$ cat src/rtl/combo_lock_pkg.sv
// Shared types and constants for the combination lock: state encoding and
// the 2-bit symbol alphabet sampled from {X1,X0}.
package combo_lock_pkg;

  typedef enum logic [2:0] {
    S_IDLE = 3'd0,
    S_C    = 3'd1,
    S_CB   = 3'd2,
    S_CBB  = 3'd3,
    S_CBBA = 3'd4,
    S_OPEN = 3'd5
  } state_t;

  localparam logic [1:0] SYM_NONE = 2'b00;
  localparam logic [1:0] SYM_A    = 2'b01;
  localparam logic [1:0] SYM_B    = 2'b10;
  localparam logic [1:0] SYM_C    = 2'b11;

  // A wrong C re-enters the sequence at S_C; any other wrong symbol drops to S_IDLE.
  function automatic state_t restart_state(input logic [1:0] sym);
    return (sym == SYM_C) ? S_C : S_IDLE;
  endfunction

endpackage

$ cat src/rtl/combo_lock_fsm.sv
// Sequential combination lock. Consumes one symbol {X1,X0} per clock and
// latches led once the sequence C,B,B,A,A has been seen on consecutive
// non-idle samples. Only reset clears the unlocked state.
module combo_lock_fsm
  import combo_lock_pkg::*;
(
  input  logic clk,
  input  logic reset,
  input  logic X0,
  input  logic X1,
  output logic led
);

  logic [1:0] sym;
  state_t     state_q;
  state_t     state_d;

  assign sym = {X1, X0};

  // Next-state decode; idle symbols hold, illegal encodings recover to S_IDLE.
  always_comb begin
    state_d = state_q;
    case (state_q)
      S_IDLE: begin
        if (sym != SYM_NONE) state_d = restart_state(sym);
      end
      S_C: begin
        if (sym == SYM_B)         state_d = S_CB;
        else if (sym != SYM_NONE) state_d = restart_state(sym);
      end
      S_CB: begin
        if (sym == SYM_B)         state_d = S_CBB;
        else if (sym != SYM_NONE) state_d = restart_state(sym);
      end
      S_CBB: begin
        if (sym == SYM_A)         state_d = S_CBBA;
        else if (sym != SYM_NONE) state_d = restart_state(sym);
      end
      S_CBBA: begin
        if (sym == SYM_A)         state_d = S_OPEN;
        else if (sym != SYM_NONE) state_d = restart_state(sym);
      end
      S_OPEN:  state_d = S_OPEN;
      default: state_d = S_IDLE;
    endcase
  end

  // State register; reset takes priority over any symbol.
  always_ff @(posedge clk) begin
    if (reset) state_q <= S_IDLE;
    else       state_q <= state_d;
  end

  // led comes straight from the state register, so no input-to-output path exists.
  assign led = (state_q == S_OPEN);

endmodule

$ cat config.mk
export PLATFORM = sky130hd
export DESIGN_NAME = combo_lock_fsm
export DESIGN_NICKNAME = d
export VERILOG_FILES = /design/src/rtl/combo_lock_pkg.sv /design/src/rtl/combo_lock_fsm.sv
export SDC_FILE = /design/constraint.sdc
export NUM_CORES = 1
export LEC_CHECK = 0
export CELL_PAD_IN_SITES_DETAIL_PLACEMENT = 0
export CELL_PAD_IN_SITES_GLOBAL_PLACEMENT = 1
export CORE_AREA = 4 4 41 43
export CTS_CLUSTER_DIAMETER = 30
export DETAILED_ROUTE_END_ITERATION = 7
export DIE_AREA = 0 0 45 47
export PLACE_DENSITY_LB_ADDON = 0.1
export SLEW_MARGIN = 20
export SYNTH_ARGS = -nofsm -noshare
export SYNTH_HDL_FRONTEND = slang
export SYNTH_SLANG_ARGS = --single-unit
$ cat constraint.sdc
create_clock -name clk -period 1.1 [get_ports clk]
set_clock_uncertainty 0.15 [all_clocks]
set_input_delay 0.11 -clock clk [delete_from_list [all_inputs] [get_ports clk]]
set_output_delay 0.11 -clock clk [all_outputs]
set_load 0.01 [all_outputs]
==> impl_metrics.py <==
metrics = {
    "run_status": {
        "status": "complete, but fails checks",
        "failed_checks": "negative setup slack",
    },
    "place": {
        "place_inst": 42,
        "place.gp.congestion": 0.625,
        "io_buffers": 4,
        "hpwlAfterDp_um": 319,
        "pre_cts_ws_ns": -0.197,
    },
    "worst_setup_path": {
        "cp.arrival_ns": 0.88,
        "required_ns": 0.84,
        "setup.worst_path.start": "state_q[1]",
        "reg2reg_depth": 4,
        "rr_startpoint": "state_q[1]",
        "start_kind": "register",
        "endpoint_kind": "output pin",
        "cp_max_fo": 2,
        "path_class": "register to output pin",
    },
    "cts": {
        "clk_pin_slew_worst_paths_ns": 0.04,
        "tritoncts": "done",
        "cts_sinks": 3,
        "cts-root-buf": "clkbuf_4",
        "clock_latency_ns": 0.23,
        "cts_setup_buffers": 0,
        "cts_max_path_buffers": 2,
        "cts_buffers": 3,
        "cts_max_level": 1,
        "holdBufCountCts": 0,
    },
    "yosys": {
        "synth.most_common_cell": "dfxtp_1",
        "synthTopCellsByCount": "dfxtp_1 (3), a21oi_1 (2), nor2_1 (2)",
        "ys_ff_latch": 3,
        "ys_seq_area_share_pct": 37.5,
        "synthesis.nets": 22,
        "yosysTopAreaCell": "dfxtp_1",
        "synth_top_area_share_pct": 37.5,
        "ys.warnings.count": 0,
        "avgSynthCellArea_um2": 8.90,
        "synth_cell_types": 14,
        "netlist_top_cells_area": "dfxtp_1 (38%), a221oi_2 (9.4%), a21oi_1 (6.3%), and3b_2 (6.3%), xor2_1 (5.5%)",
        "syn_inst": 18,
        "synth_edf_count": 0,
        "netlist_area_um2": 160,
        "ys.flop_type": "dfxtp_1",
        "async_reset_ff_share_pct": 0,
    },
    "power": {
        "p_leak_nw": 0.117,
        "pwr-share-clk_pct": 55.0,
        "power_density_nw_per_um2": 1150,
        "power_frac_seq_pct": 31.9,
        "switching_share_pct": 22.7,
        "power_frac_comb_pct": 13.1,
        "finalPower_mw": 0.356,
        "power.switching_mw": 0.0810,
        "peakVddDrop_mv": 0.642,
        "p_int_mw": 0.275,
    },
    "grt": {
        "grt_use_total_pct": 5.29,
        "grt_pass1_vias": 154,
        "grt_util_met2_pct": 6.78,
        "grt.met1_usage_pct": 6.12,
        "grt_max_degree": 7,
        "grt_busiest_layer": "met2",
        "overflow": 0,
        "grt_pass1_wl_um": 717,
        "grtUsageMet3_pct": 6.13,
        "antenna_found_initial": 0,
    },
    "die": {
        "die_y_um": 47,
        "pin_count": 5,
        "die_area_um2": 2120,
        "die_w_um": 45,
        "fp-row-count": 13,
        "start_util_pct": 12.3,
        "fp.coreArea_um2": 1300,
    },
    "final_layout": {
        "layoutNonFillerInstCount": 46,
        "diodes": 0,
        "fin_nets": 36,
        "largest_reg_flops": 3,
        "syn2layout_area_growth_pct": 93.7,
        "largest_register": "state_q",
        "drive_above_1_share_pct": 48.4,
        "largest_registers": "state_q (3)",
    },
    "flow_run": {
        "maxCapViolCount": 0,
    },
    "sta": {
        "fmax_mhz": 877,
        "setup_viol": 2,
        "slew_headroom_pct": 85.9,
        "period_share_pct": 104,
        "period_needed_ns": 1.14,
        "setup_ws_ns": -0.0405,
        "tightestPinTransition_ns": 0.209,
        "slew_viol_final": 0,
        "final_hold_viol_count": 0,
        "rsz0062_at_grt": "true",
    },
    "routing": {
        "antenna_left": 0,
        "firstDrtPassIters": 3,
        "vias": 177,
        "wl_um": 466,
        "drc": 0,
        "drt-wirelength-per-cell_um": 10.1,
        "initialDrtViolationCount": 3,
        "vias_per_cell": 3.85,
    },
    "worst_hold_path": {
        "min_from": "reset",
        "holdCritPathClass": "input pin to register",
        "holdPathStages": 2,
    },
}
-- power by group through the flow --
stage               registers [mW]  clock network [mW]  logic [mW]
floorplan                    0.116                   0      0.0120
global placement             0.115                   0      0.0408
detailed placement           0.115                   0      0.0403
CTS                          0.113               0.203      0.0408
global route                 0.114               0.219      0.0505
finish                       0.113               0.196      0.0467
-- timing repair --
action	4_1_cts	5_1_grt
pin swaps	0	1
gates resized for setup	6	6
setup endpoints to repair	2	4
-- cell type report --
| cell class | instances | area [µm²] |
|---|---|---|
| Clock buffer | 4 | 26.3 |
| Fill cell | 152 | 991 |
| Multi-Input combinational cell | 15 | 118 |
| Sequential cell | 3 | 61.3 |
| Tap cell | 15 | 18.8 |
| Timing Repair Buffer | 9 | 86.3 |
-- worst paths after layout --
kind	end	slack, ns
setup reg to reg	state_q[0]	-0.02
hold / removal	state_q[2]	0.37
setup / recovery	led	-0.04
hold reg to reg	state_q[1]	0.40
-- placed cells by master (no fill, tap or decap), drive strengths merged, types with 2 or more instances in the layout --
master,count
clkbuf,4
a21oi,2
dfxtp,3
buf,6
nor2,2
clkdlybuf4s50,3
-- per-stage QoR --
step                      cell area, µm²  hold slack, ns  TNS (ns)  utilization, %
after floorplan                      160          0.0262         0               -
after global placement               256           0.413    -0.824            19.7
after detailed placement             256           0.410    -0.748            19.7
after CTS                            285           0.350   -0.0852            21.9
after global routing                 310           0.389    -0.315            23.8
final                                310           0.367   -0.0649            23.8
-- logic make-up (layout without fill, tap and decap cells) --
logic type | Yosys count | count (layout) | share of synthesized area, %
buf+inv | 0 | 13 | 0
simple gates | 9 | 9 | 33.6
compound gates | 5 | 5 | 23.4
xor+xnor | 1 | 1 | 5.47
flops | 3 | 3 | 37.5
-- worst max-delay path: stages (launching register included) --
cell	delay (ns)
dfxtp_2	0.32
and3b_2	0.21
buf_6	0.12
-- per-layer routing --
layer / wire [µm] / up-vias
met3: 40 / 0
met4: 0 / 0
met2: 197 / 5
li1: - / 93
met1: 228 / 79
met5: 0 / -
No activity file was read; power rests on OpenSTA's default activity.
